`src/rtl/vsreg_file_sb.sv`:
```
// Vector/scalar register file for decode: two combinational read ports with
// write-to-read bypass, one masked write port, and an in-flight scoreboard
// that flags RAW hazards on each read operand.
module vsreg_file_sb #(
  parameter int REG_WIDTH = 16,
  parameter int VEC_LANES = 4,
  parameter int SEL_BITS  = 4,
  parameter int CNT_BITS  = SEL_BITS + 1
) (
  input  logic                                clk,
  input  logic                                reset,
  input  logic                                wr_en,
  input  logic [SEL_BITS-1:0]                 wr_sel,
  input  logic [VEC_LANES-1:0]                wr_mask,
  input  logic [VEC_LANES-1:0][REG_WIDTH-1:0] wr_data,
  input  logic [SEL_BITS-1:0]                 rd_sel1,
  input  logic [SEL_BITS-1:0]                 rd_sel2,
  output logic [VEC_LANES-1:0][REG_WIDTH-1:0] rd_data1,
  output logic [VEC_LANES-1:0][REG_WIDTH-1:0] rd_data2,
  output logic                                rd_busy1,
  output logic                                rd_busy2,
  input  logic                                rsv_en,
  input  logic [SEL_BITS-1:0]                 rsv_sel,
  output logic [CNT_BITS-1:0]                 busy_count,
  output logic                                sb_err
);

  localparam int IDX_BITS   = SEL_BITS - 1;
  localparam int BANK_DEPTH = 2 ** IDX_BITS;
  localparam int NUM_REGS   = 2 ** SEL_BITS;
  // Scalar entry 0 is hardwired to zero and never tracked.
  localparam logic [SEL_BITS-1:0] ZERO_SEL = {1'b1, {IDX_BITS{1'b0}}};

  // Storage is flop-based because reads must be zero latency.
  logic [VEC_LANES-1:0][REG_WIDTH-1:0] vec_reg  [BANK_DEPTH];
  logic [REG_WIDTH-1:0]                scal_reg [BANK_DEPTH];

  logic [NUM_REGS-1:0] busy_reg;
  logic [NUM_REGS-1:0] busy_next;
  logic [CNT_BITS-1:0] busy_count_reg;
  logic [CNT_BITS-1:0] busy_count_next;
  logic                sb_err_reg;
  logic                sb_err_next;

  logic                wr_live;
  logic                rsv_live;
  logic [IDX_BITS-1:0] wr_idx;
  logic                wr_scalar;

  // Accesses to the zero entry are dropped entirely, so they can never
  // disturb data, busy bits or the error flag.
  assign wr_live   = wr_en  && (wr_sel  != ZERO_SEL);
  assign rsv_live  = rsv_en && (rsv_sel != ZERO_SEL);
  assign wr_idx    = wr_sel[IDX_BITS-1:0];
  assign wr_scalar = wr_sel[SEL_BITS-1];

  // Register storage update: masked lanes for vectors, lane 0 for scalars.
  always_ff @(posedge clk) begin
    if (reset) begin
      for (int i = 0; i < BANK_DEPTH; i++) begin
        vec_reg[i]  <= '0;
        scal_reg[i] <= '0;
      end
    end else if (wr_live) begin
      if (wr_scalar) begin
        scal_reg[wr_idx] <= wr_data[0];
      end else begin
        for (int l = 0; l < VEC_LANES; l++) begin
          if (wr_mask[l]) vec_reg[wr_idx][l] <= wr_data[l];
        end
      end
    end
  end

  // Scoreboard next state: release on write, then reserve (reservation wins).
  always_comb begin
    busy_next   = busy_reg;
    sb_err_next = sb_err_reg;
    if (wr_live) busy_next[wr_sel] = 1'b0;
    if (rsv_live) begin
      busy_next[rsv_sel] = 1'b1;
      // Double reservation is only an error if no write retires it this cycle.
      if (busy_reg[rsv_sel] && !(wr_live && (wr_sel == rsv_sel))) sb_err_next = 1'b1;
    end
  end

  // Population count of the next busy vector, registered alongside it.
  always_comb begin
    busy_count_next = '0;
    for (int i = 0; i < NUM_REGS; i++) begin
      busy_count_next = busy_count_next + CNT_BITS'(busy_next[i]);
    end
  end

  // Scoreboard state register.
  always_ff @(posedge clk) begin
    if (reset) begin
      busy_reg       <= '0;
      busy_count_reg <= '0;
      sb_err_reg     <= 1'b0;
    end else begin
      busy_reg       <= busy_next;
      busy_count_reg <= busy_count_next;
      sb_err_reg     <= sb_err_next;
    end
  end

  assign busy_count = busy_count_reg;
  assign sb_err     = sb_err_reg;

  // Both read ports share one implementation.
  logic [SEL_BITS-1:0]                 rd_sel_arr  [2];
  logic [VEC_LANES-1:0][REG_WIDTH-1:0] rd_data_arr [2];
  logic                                rd_busy_arr [2];

  assign rd_sel_arr[0] = rd_sel1;
  assign rd_sel_arr[1] = rd_sel2;
  assign rd_data1      = rd_data_arr[0];
  assign rd_data2      = rd_data_arr[1];
  assign rd_busy1      = rd_busy_arr[0];
  assign rd_busy2      = rd_busy_arr[1];

  generate
    for (genvar gi = 0; gi < 2; gi++) begin : g_rd_port
      logic                 hit;
      logic [IDX_BITS-1:0]  idx;
      logic [REG_WIDTH-1:0] scalar_val;

      assign idx = rd_sel_arr[gi][IDX_BITS-1:0];
      // A live write to the same register bypasses into this port.
      assign hit = wr_live && (wr_sel == rd_sel_arr[gi]);

      // Operand mux with bypass; scalars are broadcast to every lane.
      always_comb begin
        rd_data_arr[gi] = '0;
        scalar_val      = scal_reg[idx];
        if (rd_sel_arr[gi][SEL_BITS-1]) begin
          if (hit) scalar_val = wr_data[0];
          for (int l = 0; l < VEC_LANES; l++) rd_data_arr[gi][l] = scalar_val;
        end else begin
          for (int l = 0; l < VEC_LANES; l++) begin
            rd_data_arr[gi][l] = (hit && wr_mask[l]) ? wr_data[l] : vec_reg[idx][l];
          end
        end
      end

      // A same-cycle write resolves the hazard through the bypass.
      assign rd_busy_arr[gi] = busy_reg[rd_sel_arr[gi]] && !hit;
    end
  endgenerate

endmodule
```
`config.mk`:
```
export PLATFORM = sky130hd
export DESIGN_NAME = vsreg_file_sb
export DESIGN_NICKNAME = d
export VERILOG_FILES = /design/src/rtl/vsreg_file_sb.sv
export SDC_FILE = /design/constraint.sdc
export NUM_CORES = 1
export LEC_CHECK = 0
export CAP_MARGIN = 25
export CORE_MARGIN = 2
export CORE_UTILIZATION = 35
export CTS_CLUSTER_DIAMETER = 40
export DETAILED_ROUTE_END_ITERATION = 6
export SYNTH_ARGS = -nofsm -noshare
export SYNTH_HDL_FRONTEND = slang
export SYNTH_SLANG_ARGS = --single-unit
```
`constraint.sdc`:
```
create_clock -name clk -period 14.2 [get_ports clk]
set_input_delay 2.84 -clock clk [delete_from_list [all_inputs] [get_ports clk]]
set_output_delay 2.84 -clock clk [all_outputs]
set_load 0.01 [all_outputs]
```
=== Yosys cells after proc, flatten, opt, wreduce, memory -nomap -nowiden ===
Memories as Yosys holds them, arrays and structs flattened.
Index checks and enable logic that the tools add are counted.
Widths: inputs -> output; s select.

* Add/sub/neg operators: 15
* Magnitude comparators: 6
* Eq/ne operators: 5
* Mux-type cells: 56
* Bitwise logic cells: 3
* Reduce and logical (&&, ||, !) cells: 24

{| class="wikitable"
|+ Operators with widths
! operator !! number
|-
| $mux 16 || 13
|-
| $mux 64 || 3
|-
| $reduce_or 64->1 || 1
|-
| $add 5x1->5 || 11
|-
| $mux 1 || 32
|-
| $lt 4x5->1 const B || 4
|-
| $logic_and 1x1->1 || 18
|-
| $and 16x16->16 || 1
|-
| $not 16->16 || 1
|-
| $or 16x16->16 || 1
|-
| $reduce_or 16->1 || 1
|-
| $bmux 1 s4 || 3
|-
| $eq 4x4->1 || 3
|-
| $demux 1 s4 || 2
|-
| $ge 4x1->1 const B || 2
|-
| $ne 4x4->1 const B || 2
|-
| $mux 3 || 2
|-
| $add 4x1->5 || 1
|-
| $add 3x1->4 || 1
|-
| $mux 4 || 1
|-
| $add 2x1->3 || 1
|-
| $logic_not 1->1 || 3
|-
| $add 1x1->2 || 1
|-
| $reduce_and 2->1 || 1
|}

* Flip-flop bits (word level): 22
* RAM bits: 640
* Input port bits: 88
* Logic and storage cells: 114
* Memories: 2

{| class="wikitable"
|+ Memories
! memory !! depth !! bits a word !! rd ports !! clocked after Yosys merged registers in !! wr ports !! RTL line !! text
|-
| vec_reg || 8 || 64 || 2 || 0 || 8 || 35 || <nowiki>logic [VEC_LANES-1:0][REG_WIDTH-1:0] vec_reg [BANK_DEPTH];</nowiki>
|-
| scal_reg || 8 || 16 || 2 || 0 || 8 || 36 || <nowiki>logic [REG_WIDTH-1:0] scal_reg [BANK_DEPTH];</nowiki>
|}

=== Logic depth before layout (Yosys ltp) ===
Gate-level depths: netlist (run 1).

* Depth in word-level cells: 24
* Mapped depth: 17

=== Worst setup path before layout (run 1) ===
No wires, ideal clock.

* Path type: input -> output
* Start point: in rd_sel2[0]
* End point: out rd_data2[0] in the netlist's numbering
* Data arrival time: 4.665 ns
* Data required time: 11.360 ns
* Slack: 6.695 ns
* Stages: 5
* Cells stage by stage: buf_2 -> buf_1 -> mux4_2 -> mux2_2 -> a221o_1

{| class="wikitable"
|+ RTL lines
! item !! RTL line !! text
|-
| start: declaration || 17 || <nowiki>input logic [SEL_BITS-1:0] rd_sel2,</nowiki>
|-
| end: declaration || 19 || <nowiki>output logic [VEC_LANES-1:0][REG_WIDTH-1:0] rd_data2,</nowiki>
|}

==> run_results.csv, run 1 <==
group,metric,value,unit
run,drv_cap,0,
timing,hold_viol_final,0,
drt,num_vias,25973,
timing,fin_tns_setup,0,ns
synth,ys_seq_area_share,52.4,%
worst_setup_path,r2r-start,"busy_reg[13]$_SDFF_PP0_",
synth,synthCells,2621,
worst_setup_path,cp-start-kind,"primary input",
place,gp_congestion,0.840,
cells_and_area,final_cell_mix,"and2_1 (643), edfxtp_1 (640), mux4_2 (334)",
pwr,ir_worst_vdd,0.0908,mV
cells_and_area,drive_gt1_share,24.1,%
pwr,p_leak,15.9,nW
place,dp_slack,4.03,ns
clocking,hold_buffers,0,
cells_and_area,final_common_cell,"and2_1",
run_status,outcome,"finished, final reports clean",
timing,setup_viol,0,
pwr,power.total,0.00585,W
timing,finalMaxSlewViolations,0,
clocking,cts.clk_slew.worst_paths,0.05,ns
cells_and_area,syn_to_final_growth,20.6,%
cells_and_area,regArea,19700,um^2
synth,ys_ff_latch,662,
place,placed_cell_area,41500,um^2
worst_setup_path,slowest_delay,0.91,ns
worst_setup_path,slowest_stage,"or2_1",
place,port_buffers,223,
floorplan,die-area,110000,um^2
worst_setup_path,cp.required,11.36,ns
drt,drc,0,
place,hpwl,85400,um
floorplan,ioPinCount,224,
timing,fmax,97.2,MHz
timing,rsz0062_at_grt,"no",
pwr,p_int,0.00430,W
cells_and_area,multi_input_area,16900,um^2
synth,synthArstFlopShare,0,%
cells_and_area,n_fill_cell,9503,
timing,finClkSkew,0.00602,ns
worst_setup_path,worstPathArrival,7.45,ns
worst_setup_path,crit_chain,"clkdlybuf4s50_1, or4b_1, nand4_2, buf_12, or2_1, a21oi_1, buf_4, buf_4, a211o_1, clkdlybuf4s50_1",
grt,grt_max_degree,101,
floorplan,num_rows,120,
hold_path,holdCritStartpoint,"sb_err$_SDFFE_PP0P_",
floorplan,start_util,35.2,%
pwr,pwr-share-seq,39.5,%
clocking,cts_made_buffers,109,
grt,grtUsageTotal,24.4,%
floorplan,core-area,107000,um^2
clocking,cts.htree.levels,3,
pwr,power.switching,0.00155,W
synth,yosys_warnings,0,
drt,wire_per_inst,31.4,um
worst_setup_path,critical_path_class,"primary input to output pin",
pwr,swShare,26.4,%
clocking,postCtsSetupRepairBufs,0,
clocking,cts.repair.resized,0,
cells_and_area,largest_reg_flops,512,
synth,synth_edf_count,640,
clocking,clockBufferDepth,3,
grt,antenna_found_initial,13,
grt,grt-ovfl-total,0,
pwr,clock_power_share,45.7,%
floorplan,die_width,332,um
drt,drtIter0Drc,3323,
grt,grt_pass1_vias,26933,
synth,syn_area_per_cell,14.3,um^2
worst_setup_path,endpoint_kind,"output pin",
clocking,tritoncts,"yes",
timing,worst_slew_pin_slew,1.17,ns
pwr,power_frac_comb,14.8,%
pwr,power.density,129,nW/um^2
timing,maxSlewHeadroom,21.7,%
timing,finalCritPeriodShare,72.5,%
timing,post-route-min-period,10.29,ns
hold_path,hold_path.class,"register to register",
timing,fin_ws,3.91,ns
floorplan,die_h,332,um
drt,drtPass1Iterations,5,
clocking,cts_sinks,662,
synth,ys_dominant_reg_cell,"edfxtp_1",
drt,ant_nets,0,
worst_setup_path,cp_max_fo,20,
cells_and_area,postLayoutCellArea,45300,um^2
synth,ys_types,54,
clocking,clk_latency,0.68,ns
drt,viasPerCell,5.98,
cells_and_area,final_nets,2941,
drt,routed_wl,136000,um
synth,syn-cell-area,37600,um^2
grt,grt_pass1_wl,194000,um
clocking,cts_root_buffer,"clkbuf_16",
worst_setup_path,critPathLaunch,"wr_sel[0]",
-- synthesized netlist by cell type, types with 18 or more instances --
master	count	area, um^2
o31ai_1	63	473
a211oi_1	48	360
mux2i_1	99	991
and2_1	643	4020
clkbuf_1	133	499
nand2_1	18	67.6
a211o_1	48	420
a21oi_1	34	170
nor2b_1	56	350
dfxtp_1	22	440
edfxtp_1	640	19200
or2_2	33	206
nor2_1	157	589
buf_2	64	320
buf_1	23	86.3
mux4_2	334	7520
-- cell type report --
cell class	count	area share, %
Inverter	16	0.133
Multi-Input combinational cell	1726	37.4
Clock buffer	130	6.42
Sequential cell	662	43.4
Timing Repair Buffer	323	6.93
Clock inverter	76	1.82
Antenna cell	4	0.0221
Tap cell	1403	3.88
-- cell families after synthesis --
kind of cell               after synthesis  synth area share, %
and+or+nand+nor                        954                 14.9
DFF                                    662                 52.4
muxes                                  449                 23.2
AOI/OAI and AO/OA                      278                 5.75
buffers and inverters                  248                 2.86
adders and majority gates               15                0.700
xor gates and xnor gates                14                0.327
other                                    1              0.00999
-- worst paths after layout --
path | endpoint | slack (ns) | depth (start not counted)
max | rd_data2[39] | 3.91 | 10
min | sb_err$_SDFFE_PP0P_ | 0.49 | 2
max reg2reg | busy_count[2]$_SDFF_PP0_ | 10.09 | 11
min reg2reg | sb_err$_SDFFE_PP0P_ | 0.49 | 2
-- worst max-delay path, delay by kind of cell --
family / cells / cell delay, ns
AO/OA/AOI/OAI: 2 / 0.73
buffers and inverters: 5 / 1.99
AND/OR/NAND/NOR: 3 / 1.86
-- stage by stage --
| stage | cells | utilization [%] | hold slack, ns |
|---|---|---|---|
| 6_report | 4340 | 42.4 | 0.491 |
| 3_5_place_dp | 4124 | 38.8 | 0.468 |
| 2_1_floorplan | 2636 | - | 0.485 |
| 4_1_cts | 4330 | 42.3 | 0.498 |
| 3_3_place_gp | 4113 | 38.7 | 0.469 |
| 5_1_grt | 4337 | 42.4 | 0.539 |
-- power groups by stage --
stage | logic (W) | clock network [W] | registers, W
final | 0.000864 | 0.00268 | 0.00231
after global routing | 0.000900 | 0.00278 | 0.00232
after CTS | 0.000858 | 0.00269 | 0.00231
after detailed placement | 0.000854 | 0 | 0.00234
after global placement | 0.000845 | 0 | 0.00233
after floorplan | 0.000460 | 0 | 0.00232
-- per-layer routing --
metal / routed length, um / vias up / GRT usage, % / part of all wire (%)
met1: 50900 / 13481 / 30.6 / 37
met2: 63800 / 1563 / 38.7 / 47
met4: 6950 / 18 / 12.0 / 5.1
li1: - / 10553 / - / -
met5: 125 / - / 0 / 0.092
met3: 14400 / 358 / 7.03 / 11
(Power assumes the default switching activity.)
==> inputs of run 2 (changes only) <==
==> constraint.sdc (replaced) <==
create_clock -name clk -period 8.5 [get_ports clk]
set_input_delay 1.7 -clock clk [delete_from_list [all_inputs] [get_ports clk]]
set_output_delay 1.7 -clock clk [all_outputs]
set_load 0.01 [all_outputs]
==> run 2 against run 1 <==
  * Sequential power grew 67%
  * Clock power grew 79%
  * Setup slack lost 3.1 ns
  * First-iteration DRC count shrank 5.0%
  * Sequential share of layout area shrank 0.35 points
  * Core utilization grew 0.34 points
  * Critical path type unchanged
  * Largest cell class unchanged
==> run_results.csv, run 2 (synthesis gave the netlist of run 1 again) <==
group,metric,value,unit
run_status,outcome,"finished, final reports clean",
grt,grt_pass1_vias,26743,
cells_and_area,postLayoutCoreUtil,42.8,%
drt,drtPass1Iterations,6,
pwr,ir_worst_vdd,0.153,mV
clocking,hold_buffers,0,
drt,ant_nets,0,
worst_setup_path,slowest_delay,0.78,ns
pwr,power.density,222,nW/um^2
timing,fmax,129,MHz
clocking,tritoncts,"yes",
timing,post-route-min-period,7.74,ns
drt,dr_wl_met2,64200,um
worst_setup_path,endpoint_kind,"output pin",
cells_and_area,postLayoutCellArea,45600,um^2
drt,wl_met3,14500,um
place,port_buffers,223,
place,placed_cell_area,41600,um^2
timing,rsz0062_at_grt,"no",
clocking,cts.repair.resized,0,
place,hpwl,87800,um
worst_setup_path,critical_path_class,"primary input to output pin",
floorplan,die_width,332,um
clocking,cts_made_buffers,111,
timing,setup_viol,0,
cells_and_area,final_nets,2970,
grt,antenna_found_initial,8,
worst_setup_path,cp.required,6.80,ns
cells_and_area,drive_gt1_share,24.7,%
drt,routed_wl,137000,um
grt,grt-ovfl-total,0,
floorplan,num_rows,120,
timing,worst_slew_pin_slew,1.20,ns
clocking,cts_sinks,662,
clocking,cts_root_buffer,"clkbuf_16",
worst_setup_path,crit_chain,"clkdlybuf4s50_1, or4b_1, nand2_1, or3_1, nor2_1, o31ai_1, clkdlybuf4s50_1",
timing,finalCritPeriodShare,91.1,%
cells_and_area,syn_to_final_growth,21.5,%
grt,grt_pass1_wl,194000,um
drt,num_vias,25999,
cells_and_area,final_common_cell,"and2_1",
drt,wire_per_inst,31.3,um
clocking,clockBufferDepth,3,
timing,finClkSkew,0.0612,ns
cells_and_area,n_fill_cell,9606,
worst_setup_path,slowest_stage,"or3_1",
pwr,power.total,0.0101,W
place,gp_congestion,0.856,
grt,grt_max_degree,94,
drt,drc,0,
floorplan,start_util,35.2,%
grt,grtUsageTotal,24.5,%
worst_setup_path,cp_max_fo,16,
timing,fin_tns_setup,0,ns
floorplan,die-area,110000,um^2
drt,viasPerCell,5.95,
timing,finalMaxSlewViolations,0,
drt,met1Wirelength,51600,um
cells_and_area,final_cell_mix,"and2_1 (643), edfxtp_1 (640), mux4_2 (334)",
place,dp_slack,0.839,ns
timing,maxSlewHeadroom,20.2,%
floorplan,core-area,107000,um^2
worst_setup_path,worstPathArrival,6.04,ns
drt,dr.max_layer_used,"met5",
timing,fin_ws,0.759,ns
cells_and_area,largest_reg_flops,512,
floorplan,die_h,332,um
clocking,cts.htree.levels,3,
worst_setup_path,cp-start-kind,"primary input",
clocking,cts.clk_slew.worst_paths,0.05,ns
clocking,postCtsSetupRepairBufs,0,
worst_setup_path,crit_path_frequent_cell,"clkdlybuf4s50_1",
run,drv_cap,0,
clocking,clk_latency,0.71,ns
hold_path,hold_path.class,"register to register",
timing,hold_viol_final,0,
drt,drtIter0Drc,3158,
pwr,p_leak,16.1,nW
floorplan,ioPinCount,224,
-- run 2: cell types whose count changed in the layout (fill, tap and decap cells not counted), moves of 4 or more --
cell / delta
bufinv_16: +10
clkbuf_1: -7
buf_4: +34
buf_16: -4
clkinv_1: +5
nor2_1: +5
nor2_2: -5
clkbuf_8: -7
clkinv_8: -5
-- run 2: worst paths after layout --
kind,start,endpoint,slack (ns),depth (start not counted)
hold / removal,sb_err$_SDFFE_PP0P_,sb_err$_SDFFE_PP0P_,0.50,2
setup reg to reg,busy_reg[7]$_SDFF_PP0_,busy_count[1]$_SDFF_PP0_,4.62,10
hold reg to reg,sb_err$_SDFFE_PP0P_,sb_err$_SDFFE_PP0P_,0.50,2
setup / recovery,wr_sel[0],rd_data1[25],0.76,7
-- run 2: per-stage QoR --
| step | hold WS, ns | instances |
|---|---|---|
| 2_1_floorplan | 0.485 | 2636 |
| 3_3_place_gp | 0.485 | 4153 |
| 3_5_place_dp | 0.478 | 4155 |
| 4_1_cts | 0.507 | 4362 |
| 5_1_grt | 0.550 | 4365 |
| 6_report | 0.501 | 4370 |
-- run 2: cell type report --
cell class	instances	area, um^2	share of cell area, %
clock inverter	89	1150	2.52
inverter	16	60.1	0.132
tap	1403	1760	3.85
clock buffer	118	2840	6.21
antenna	6	15.0	0.0329
timing repair buffer	350	3260	7.14
multi-input combinational	1726	16900	37.0
sequential	662	19700	43.1
-- run 2: power by group --
group | internal [W] | switching [W] | leakage, nW
combinational | 0.000653 | 0.000814 | 7.89
sequential | 0.00376 | 0.0000914 | 6.28
clock | 0.00305 | 0.00174 | 1.90
-- run 2: metal layers --
metal / vias up / global-route usage (%)
li1: 10623 / -
met1: 13478 / 31.4
met2: 1612 / 38.6
met3: 282 / 6.37
met4: 4 / 11.8
met5: - / 0
-- run 2: critical path, delay by kind of cell --
kind / cells / cell delay, ns
compound gates: 1 / 0.72
buf+inv: 2 / 1.43
simple gates: 4 / 2.18
==> inputs of run 3 (changes only) <==
--- a/config.mk
+++ b/config.mk
@@ -10,6 +10,7 @@
 export CORE_UTILIZATION = 35
 export CTS_CLUSTER_DIAMETER = 40
 export DETAILED_ROUTE_END_ITERATION = 6
+export REMOVE_ABC_BUFFERS = 1
 export SYNTH_ARGS = -nofsm -noshare
 export SYNTH_HDL_FRONTEND = slang
 export SYNTH_SLANG_ARGS = --single-unit
==> run 3 against run 2 <==
  * Clock-buffer cell count shrank 3
  * Non-clock buffer count shrank 9
  * Via count shrank 0.91%
  * Clock power shrank 8.6%
  * Die area is the same
  * Critical path type unchanged
  * Cell area shrank 0.98%
  * Clock skew shrank 0.054 ns
  * Power shrank 4.4%
==> run_results.csv, run 3 (synthesis gave the netlist of run 1 again) <==
group,metric,value,unit
grt,antenna_found_initial,8,
timing,hold_viol_final,0,
drt,num_vias,25762,
timing,fin_tns_setup,0,ns
timing,finalMaxSlewViolations,0,
clocking,clk_latency,0.67,ns
clocking,cts.repair.resized,0,
place,hpwl,85400,um
worst_setup_path,cp.required,6.80,ns
timing,hold_ws,0.472,ns
hold_path,hold_path.class,"register to register",
worst_setup_path,crit_family,"simple AND/OR/NAND/NOR gates",
worst_setup_path,crit_path_frequent_cell,"clkdlybuf4s50_1",
timing,finalCritPeriodShare,89.7,%
floorplan,die-area,110000,um^2
clocking,postCtsSetupRepairBufs,0,
clocking,tritoncts,"yes",
worst_setup_path,slowest_stage,"nand2_1",
drt,viasPerCell,5.92,
grt,grt_max_degree,74,
clocking,cts.clk_slew.worst_paths,0.06,ns
worst_setup_path,crit_chain,"clkdlybuf4s50_1, or4b_1, nand2_1, buf_4, or3_1, nor2_1, o31ai_1, clkdlybuf4s50_1",
timing,setup_viol,0,
drt,wire_per_inst,30.9,um
cells_and_area,drive_gt1_share,24.4,%
cells_and_area,final_nets,2957,
timing,rsz0062_at_grt,"no",
floorplan,die_width,332,um
timing,worst_slew_pin_slew,1.22,ns
floorplan,ioPinCount,224,
timing,post-route-min-period,7.62,ns
cells_and_area,largest_reg_flops,512,
clocking,cts_made_buffers,107,
worst_setup_path,path_buf_inv,3,
place,port_buffers,223,
grt,grt_pass1_wl,190000,um
clocking,cts_root_buffer,"clkbuf_16",
timing,maxSlewHeadroom,18.2,%
worst_setup_path,cp_max_fo,16,
cells_and_area,n_fill_cell,9537,
drt,drtIter0Drc,3194,
worst_setup_path,worstPathArrival,5.92,ns
grt,grt-ovfl-total,0,
clocking,hold_buffers,0,
clocking,cts_sinks,662,
worst_setup_path,cp-start-kind,"primary input",
pwr,ir_worst_vdd,0.172,mV
place,gp_congestion,0.845,
worst_setup_path,critical_path_class,"primary input to output pin",
worst_setup_path,slowest_delay,0.70,ns
pwr,p_leak,15.9,nW
run,drv_cap,0,
floorplan,core-area,107000,um^2
drt,ant_nets,0,
floorplan,die_h,332,um
timing,fmax,131,MHz
grt,grtUsageTotal,24.0,%
timing,finClkSkew,0.00741,ns
clocking,clockBufferDepth,3,
run_status,outcome,"finished, final reports clean",
drt,drtPass1Iterations,6,
floorplan,num_rows,120,
pwr,power.total,0.00967,W
floorplan,start_util,35.2,%
timing,fin_ws,0.879,ns
cells_and_area,final_cell_mix,"and2_1 (643), edfxtp_1 (640), mux4_2 (334)",
worst_setup_path,endpoint_kind,"output pin",
pwr,power.density,214,nW/um^2
cells_and_area,final_common_cell,"and2_1",
clocking,cts.htree.levels,3,
drt,routed_wl,134000,um
worst_setup_path,rrSetupSlack,4.64,ns
place,dp_slack,0.899,ns
drt,drc,0,
grt,grt_pass1_vias,26066,
cells_and_area,syn_to_final_growth,20.3,%
-- run 3: final cells by class --
cell class | count | area [um^2] | area share (%)
antenna | 2 | 5.00 | 0.0111
multi-input combinational | 1726 | 16900 | 37.4
clock buffer | 115 | 2730 | 6.04
tap | 1403 | 1760 | 3.88
inverter | 16 | 60.1 | 0.133
timing repair buffer | 341 | 3170 | 7.01
clock inverter | 87 | 907 | 2.01
sequential | 662 | 19700 | 43.5
-- run 3: metal layers --
layer | share of wire, % | up-vias | global-route usage (%)
met3 | 10 | 321 | 5.52
met2 | 47 | 1570 | 37.8
li1 | - | 10581 | -
met4 | 5.7 | 8 | 13.5
met1 | 37 | 13282 | 30.8
met5 | 0.042 | - | 0
-- run 3: path summary, 6_finish.rpt --
check / startpoint / end / cells past startpoint
setup / recovery: wr_sel[3] / rd_data1[60] / 8
hold / removal: sb_err$_SDFFE_PP0P_ / sb_err$_SDFFE_PP0P_ / 2
setup reg to reg: busy_reg[11]$_SDFF_PP0_ / busy_count[4]$_SDFF_PP0_ / 12
hold reg to reg: sb_err$_SDFFE_PP0P_ / sb_err$_SDFFE_PP0P_ / 2
-- run 3: per-stage QoR --
step | instance area (um^2) | utilization [%] | std cells
5_1_grt | 45200 | 42.3 | 4351
2_1_floorplan | 36600 | - | 2404
3_5_place_dp | 41500 | 38.9 | 4147
3_3_place_gp | 41500 | 38.9 | 4146
6_report | 45200 | 42.3 | 4352
4_1_cts | 45200 | 42.3 | 4349
-- run 3: tightest hold or removal path, delay by kind of cell (launching register included) --
kind	cells	cell delay, ns
flops	1	0.33
simple gates	1	0.07
compound gates	1	0.04
-- run 3: report_power, final --
part / internal (W) / total [W] / switching [W] / leakage (nW)
clock network: 0.00265 / 0.00438 / 0.00173 / 1.76
registers: 0.00376 / 0.00385 / 0.0000887 / 6.28
logic: 0.000649 / 0.00144 / 0.000794 / 7.84
total: 0.00706 / 0.00967 / 0.00261 / 15.9
